==> config.mk <==
export PLATFORM = sky130hd
export DESIGN_NAME = regfile_dump_ctrl
export DESIGN_NICKNAME = d
export VERILOG_FILES = /design/src/rtl/regfile_dump_ctrl.sv
export SDC_FILE = /design/constraint.sdc
export NUM_CORES = 1
export LEC_CHECK = 0
export BUFFER_PORTS_ARGS = -buffer_cell sky130_fd_sc_hd__buf_2
export CAP_MARGIN = 30
export CORE_ASPECT_RATIO = 1.25
export CORE_MARGIN = 3
export CORE_UTILIZATION = 48
export DETAILED_ROUTE_END_ITERATION = 6
export PLACE_DENSITY_LB_ADDON = 0.12
export SLEW_MARGIN = 20
export SYNTH_ARGS = -nofsm -noshare
export SYNTH_HDL_FRONTEND = slang
export SYNTH_SLANG_ARGS = --single-unit
==> constraint.sdc <==
create_clock -name clock_i -period 2 [get_ports clock_i]
set_input_delay 0.4 -clock clock_i [delete_from_list [all_inputs] [get_ports clock_i]]
set_output_delay 0.4 -clock clock_i [all_outputs]
set_load 0.01 [all_outputs]
==> src/rtl/regfile_dump_ctrl.sv <==
`default_nettype none
// ============================================================================
// Module      : regfile_dump_ctrl
// Description : Debug controller that dumps the decode-stage register bank
//               over a byte-wide transmit handshake. It walks register
//               addresses 0..N_REGS-1 through read port A. For each register
//               it captures the read word and sends it MSB first, one byte per
//               accepted handshake.
//               It only operates while the pipeline is halted. The debug unit
//               raises start_i after the halt.
// Revision    : 1.0 - initial release
// ----------------------------------------------------------------------------
// Optional feature (macro REGFILE_DUMP_PC_EN):
//   When defined, the controller sends the decode PC (pc_i) as one extra
//   word after the last register, through a PC_LOAD state.
//   When undefined, pc_i is ignored.
// ----------------------------------------------------------------------------
// Ports:
//   clock_i                 in   system clock
//   reset_i                 in   synchronous, active-low reset
//   start_i                 in   dump request, sampled in IDLE only
//   data_ra_i               in   register bank port A read data
//   pc_i                    in   decode PC (optional feature only)
//   tx_ready_i              in   transmitter can accept a byte
//   select_debug_or_wireA_o out  port A address taken from addr_reg_debug_o
//   addr_reg_debug_o        out  register address being read
//   tx_valid_o              out  tx_data_o holds a valid byte
//   tx_data_o               out  byte to transmit
//   busy_o                  out  dump in progress
//   done_o                  out  one-cycle pulse at end of dump
// ============================================================================
module regfile_dump_ctrl #(
    parameter int NB_DATA = 32,   // must be a multiple of NB_BYTE
    parameter int NB_REG  = 5,
    parameter int N_REGS  = 32,
    parameter int NB_BYTE = 8
) (
    input  logic               clock_i,
    input  logic               reset_i,
    input  logic               start_i,
    input  logic [NB_DATA-1:0] data_ra_i,
    input  logic [NB_DATA-1:0] pc_i,
    input  logic               tx_ready_i,
    output logic               select_debug_or_wireA_o,
    output logic [NB_REG-1:0]  addr_reg_debug_o,
    output logic               tx_valid_o,
    output logic [NB_BYTE-1:0] tx_data_o,
    output logic               busy_o,
    output logic               done_o
);

    localparam int c_bytes_per_word = NB_DATA / NB_BYTE;
    localparam int c_nb_cnt         = (c_bytes_per_word > 1) ? $clog2(c_bytes_per_word) : 1;
    localparam logic [c_nb_cnt-1:0] c_last_byte = c_nb_cnt'(c_bytes_per_word - 1);
    localparam logic [NB_REG-1:0]   c_last_addr = NB_REG'(N_REGS - 1);

    typedef enum logic [2:0] {
        ST_IDLE    = 3'd0,
        ST_SELECT  = 3'd1,
        ST_SEND    = 3'd2,
`ifdef REGFILE_DUMP_PC_EN
        ST_PC_LOAD = 3'd4,
`endif
        ST_DONE    = 3'd3
    } state_t;

    state_t              r_state;
    state_t              w_state_next;
    logic [NB_DATA-1:0]  r_word;
    logic [c_nb_cnt-1:0] r_byte_cnt;
    logic [NB_REG-1:0]   r_addr;
    logic                w_accept;
    logic                w_word_sent;
    logic                w_pc_phase;

`ifdef REGFILE_DUMP_PC_EN
    // Set once the PC word is loaded, so the end of its last byte goes to DONE
    // and not back into the register walk.
    logic r_pc_phase;

    always_ff @(posedge clock_i) begin
        if (!reset_i) begin
            r_pc_phase <= 1'b0;
        end else if (r_state == ST_IDLE) begin
            r_pc_phase <= 1'b0;
        end else if (r_state == ST_PC_LOAD) begin
            r_pc_phase <= 1'b1;
        end
    end

    assign w_pc_phase = r_pc_phase;
`else
    logic w_unused_pc;

    assign w_pc_phase  = 1'b0;
    assign w_unused_pc = ^pc_i;
`endif

    // A byte is consumed on an edge where valid and ready are both high.
    // Valid is high only in SEND.
    assign w_accept    = (r_state == ST_SEND) && tx_ready_i;
    assign w_word_sent = w_accept && (r_byte_cnt == c_last_byte);

    // ------------------------------------------------------------------
    // State register
    // ------------------------------------------------------------------
    always_ff @(posedge clock_i) begin
        if (!reset_i) begin
            r_state <= ST_IDLE;
        end else begin
            r_state <= w_state_next;
        end
    end

    // ------------------------------------------------------------------
    // Next-state and output decode
    // ------------------------------------------------------------------
    always_comb begin
        w_state_next            = r_state;
        select_debug_or_wireA_o = 1'b0;
        busy_o                  = 1'b1;
        tx_valid_o              = 1'b0;
        done_o                  = 1'b0;
        case (r_state)
            ST_IDLE: begin
                busy_o = 1'b0;
                if (start_i) begin
                    w_state_next = ST_SELECT;
                end
            end
            ST_SELECT: begin
                select_debug_or_wireA_o = 1'b1;
                w_state_next            = ST_SEND;
            end
            ST_SEND: begin
                select_debug_or_wireA_o = 1'b1;
                tx_valid_o              = 1'b1;
                if (w_word_sent) begin
                    if (w_pc_phase) begin
                        w_state_next = ST_DONE;
                    end else if (r_addr == c_last_addr) begin
`ifdef REGFILE_DUMP_PC_EN
                        w_state_next = ST_PC_LOAD;
`else
                        w_state_next = ST_DONE;
`endif
                    end else begin
                        w_state_next = ST_SELECT;
                    end
                end
            end
`ifdef REGFILE_DUMP_PC_EN
            ST_PC_LOAD: begin
                w_state_next = ST_SEND;
            end
`endif
            ST_DONE: begin
                done_o       = 1'b1;
                w_state_next = ST_IDLE;
            end
            default: begin
                busy_o       = 1'b0;
                w_state_next = ST_IDLE;
            end
        endcase
    end

    // ------------------------------------------------------------------
    // Address, word shift register and byte counter
    // ------------------------------------------------------------------
    always_ff @(posedge clock_i) begin
        if (!reset_i) begin
            r_addr     <= '0;
            r_word     <= '0;
            r_byte_cnt <= '0;
        end else begin
            case (r_state)
                ST_IDLE: begin
                    if (start_i) begin
                        r_addr <= '0;
                    end
                end
                ST_SELECT: begin
                    // Read data is sampled only here; later changes on the
                    // port do not affect the bytes being sent.
                    r_word     <= data_ra_i;
                    r_byte_cnt <= '0;
                end
                ST_SEND: begin
                    if (w_accept) begin
                        r_word     <= r_word << NB_BYTE;
                        r_byte_cnt <= r_byte_cnt + 1'b1;
                        if (w_word_sent && !w_pc_phase && (r_addr != c_last_addr)) begin
                            r_addr <= r_addr + 1'b1;
                        end
                    end
                end
`ifdef REGFILE_DUMP_PC_EN
                ST_PC_LOAD: begin
                    r_word     <= pc_i;
                    r_byte_cnt <= '0;
                end
`endif
                default: begin
                end
            endcase
        end
    end

    assign addr_reg_debug_o = r_addr;
    assign tx_data_o        = r_word[NB_DATA-1 -: NB_BYTE];

endmodule
`default_nettype wire

==> run_results.csv <==
group,metric,value,unit
sta,final-hold-violation-count,0,
routing,vias,1563,
cts,htreeDepth,2,
synthesis,synthesis.nets,285,
flow_run,drv_cap,0,
finish,fillCellCount,401,
placement,dp_hpwl,2830,um
routing,viasPerCell,5.09,
sta,relSlewSlack,0.470,
floorplan,std_cell_rows,26,
global_route,grt_use_total,0.159,
synthesis,avgSynthCellArea,9.99,um^2
routing,drtIter0Drc,48,
global_route,overflow,0,
power_and_ir_drop,vdd_ir_drop_max,0.000799,V
cts,cts_tree,"built",
synthesis,yosysSeqAreaShare,0.395,
synthesis,synth_edf_count,0,
status,status,"completed",
sta,post-route-min-period,1830,ps
finish,stdcell_count,307,
sta,fmax,0.548,GHz
routing,firstDrtPassIters,4,
power_and_ir_drop,intPower,0.00196,W
power_and_ir_drop,p_clk_frac,0.171,
synthesis,yosysWarnings,0,
sta,maxSlewViolCount,0,
sta,min_period_over_period,0.913,
synthesis,synthFlopType,"dfxtp_1",
global_route,grt_max_degree,49,
worst_setup_path,path_class,"reg -> reg",
worst_setup_path,setup.worst_path.start_class,"flip-flop",
cts,cts_sinks,41,
floorplan,die_area,0.00516,mm^2
cts,clockBufferDepth,2,
cts,worstSkewPairLatency,290,ps
sta,setup_viol,0,
worst_setup_path,crit_fanout,5,
routing,ant_nets,0,
cts,holdBufCountCts,0,
power_and_ir_drop,power_frac_seq,0.398,
power_and_ir_drop,combPwrFrac,0.430,
synthesis,syn_inst,208,
placement,portBuffers,52,
power_and_ir_drop,swShare,0.372,
routing,drt-total-wl,3960,um
cts,clkTransAtPathRegs,80,ps
floorplan,core_area,0.00413,mm^2
floorplan,die_w,64.8,um
worst_setup_path,critPathCaptureType,"flip-flop",
finish,syn_to_final_growth,16.0,%
global_route,grt_pass1_vias,1442,
floorplan,die_h,79.5,um
synthesis,yosysTopAreaCellShare,0.395,
worst_setup_path,critPathRequiredTime,2170,ps
placement,placed_cells,299,
routing,drc_errors,0,
power_and_ir_drop,switching_power,0.00116,W
synthesis,synthArstFlopShare,0,
sta,tightest_slew,795,ps
power_and_ir_drop,p_leak,1.24,nW
floorplan,io_pins,85,
power_and_ir_drop,power_density,1290,mW/mm^2
sta,clock_skew,9.47,ps
worst_setup_path,path_buf_inv,0,
synthesis,synth_largest_area_cell,"dfxtp_1",
sta,setup_tns,0,ps
worst_setup_path,critPathTopFamily,"compound AO/OA/AOI/OAI gates",
worst_setup_path,critPathSlowestCell,"a211oi_4",
finish,antenna-diode-count,0,
hold_path,holdCritPathClass,"in -> reg",
global_route,grt_antenna_before_repair,0,
synthesis,ys_top_cells_by_area,"dfxtp_1, mux2i_1, o211a_1, nand2_1, ha_1",
synthesis,ys_types,35,
synthesis,netlist_area,0.00208,mm^2
worst_setup_path,path_cells,"ha_1, and3_1, ha_1, nand3b_1, a211oi_4, o221ai_1",
placement,pre_cts_ws,121,ps
finish,final_util,0.583,
global_route,grt_pass1_wl,6460,um
finish,nets,327,
sta,rsz0062_at_grt,"no",
synthesis,ys_seq_elements,41,
floorplan,start_util,0.503,
worst_setup_path,slowest_delay,370,ps
routing,avgRoutedWirePerCell,12.9,um
cts,clockRootBuffer,"clkbuf_8",
sta,fin_hold_ws,384,ps
worst_setup_path,worstPathArrival,1990,ps
placement,gp_congestion,0.683,
worst_setup_path,crit_path_frequent_cell,"ha_1",
cts,numCtsBuffers,5,
sta,setup_ws,174,ps
finish,drive_gt1_frac,0.279,
-- power groups by stage --
stage | Sequential, W | Clock [W] | Combinational, W
floorplan | 0.00123 | 0 | 0.00116
CTS | 0.00125 | 0.000553 | 0.00134
finish | 0.00124 | 0.000534 | 0.00134
global route | 0.00128 | 0.000587 | 0.00150
detailed placement | 0.00126 | 0 | 0.00134
global placement | 0.00126 | 0 | 0.00133
-- path summary, 6_finish.rpt --
check / startpoint / to / slack, ps / cells after the start
min: data_ra_i[5] / r_word[5] / 380 / 3
max: addr_reg_debug_o[0] / addr_reg_debug_o[3] / 170 / 6
max reg2reg: addr_reg_debug_o[0] / addr_reg_debug_o[3] / 170 / 6
min reg2reg: addr_reg_debug_o[4] / addr_reg_debug_o[4] / 490 / 2
-- tightest hold or removal path, stage by stage --
cell,delay [ps]
buf_2,80
a22oi_1,60
nor2b_1,90
-- metal layers --
metal | global-route usage | routed length [um] | part of all wire | up-vias
li1 | - | - | - | 823
met1 | 0.194 | 1940 | 0.49 | 694
met2 | 0.263 | 1770 | 0.45 | 39
met3 | 0.0408 | 190 | 0.048 | 7
met4 | 0.0634 | 60 | 0.015 | 0
met5 | 0 | 0 | 0 | -
-- registers in the layout, summed over array words and instances (netlist names) --
register	count
r_state	2
r_byte_cnt	2
addr_reg_debug_o	5
r_word	32
-- layout make-up --
cell class / instances / area, um^2 / share of cell area
Tap cell: 56 / 70.1 / 0.0291
Inverter: 3 / 11.3 / 0.00467
Multi-Input combinational cell: 141 / 1110 / 0.463
Clock inverter: 2 / 15.0 / 0.00623
Clock buffer: 6 / 72.6 / 0.0301
Timing Repair Buffer: 58 / 305 / 0.127
Sequential cell: 41 / 821 / 0.341
-- cells in the mapped netlist, drive strengths merged, types with 2 or more instances --
master,count
nand3b,2
ha,9
dfxtp,41
clkbuf,6
a21boi,3
nand2b,2
a22oi,8
mux2i,28
nand2,31
and3,2
o21ai,3
nor2b,12
inv,3
buf,17
o211a,24
nand3,4
-- stage by stage --
step / power, W / instance area (um^2)
after floorplan: 0.00239 / 2080
after global placement: 0.00259 / 2310
after detailed placement: 0.00260 / 2310
after CTS: 0.00314 / 2400
after global routing: 0.00337 / 2410
final: 0.00312 / 2410
-- timing repair --
| item | in CTS | in global routing |
|---|---|---|
| setup buffers | 0 | 0 |
| setup endpoints to repair | 0 | 1 |
| resized for setup | 0 | 1 |
-- layout by cell type (no fill, tap or decap) --
master / count
buf_2: 52
dfxtp_1: 41
nand2_1: 31
mux2i_1: 27
o211a_1: 24
nor2b_1: 12
a22oi_1: 8
ha_1: 8
buf_4: 6
clkbuf_8: 5
nand3_1: 4
inv_1: 3
o21ai_0: 3
and3_1: 2
nand3b_1: 2
nand2b_1: 2
clkinvlp_4: 2
mux2_2: 1
a21boi_4: 1
nor2_1: 1
or4_1: 1
a21boi_1: 1
a21oi_1: 1
o31ai_1: 1
o311a_1: 1
mux2i_2: 1
a21boi_0: 1
a211oi_4: 1
and4b_1: 1
nand4_1: 1
o221ai_1: 1
o211ai_1: 1
nand4b_1: 1
a32oi_1: 1
ha_2: 1
clkbuf_1: 1
-- kinds of logic (layout without fill, tap and decap cells) --
family | Yosys count | after routing | synth area share
flops | 41 | 41 | 0.395
simple gates | 58 | 58 | 0.139
fa+ha+maj | 9 | 9 | 0.0542
buf+inv | 26 | 69 | 0.0729
mux | 29 | 29 | 0.142
compound gates | 45 | 45 | 0.197
Power figures use the tool's default switching activity.
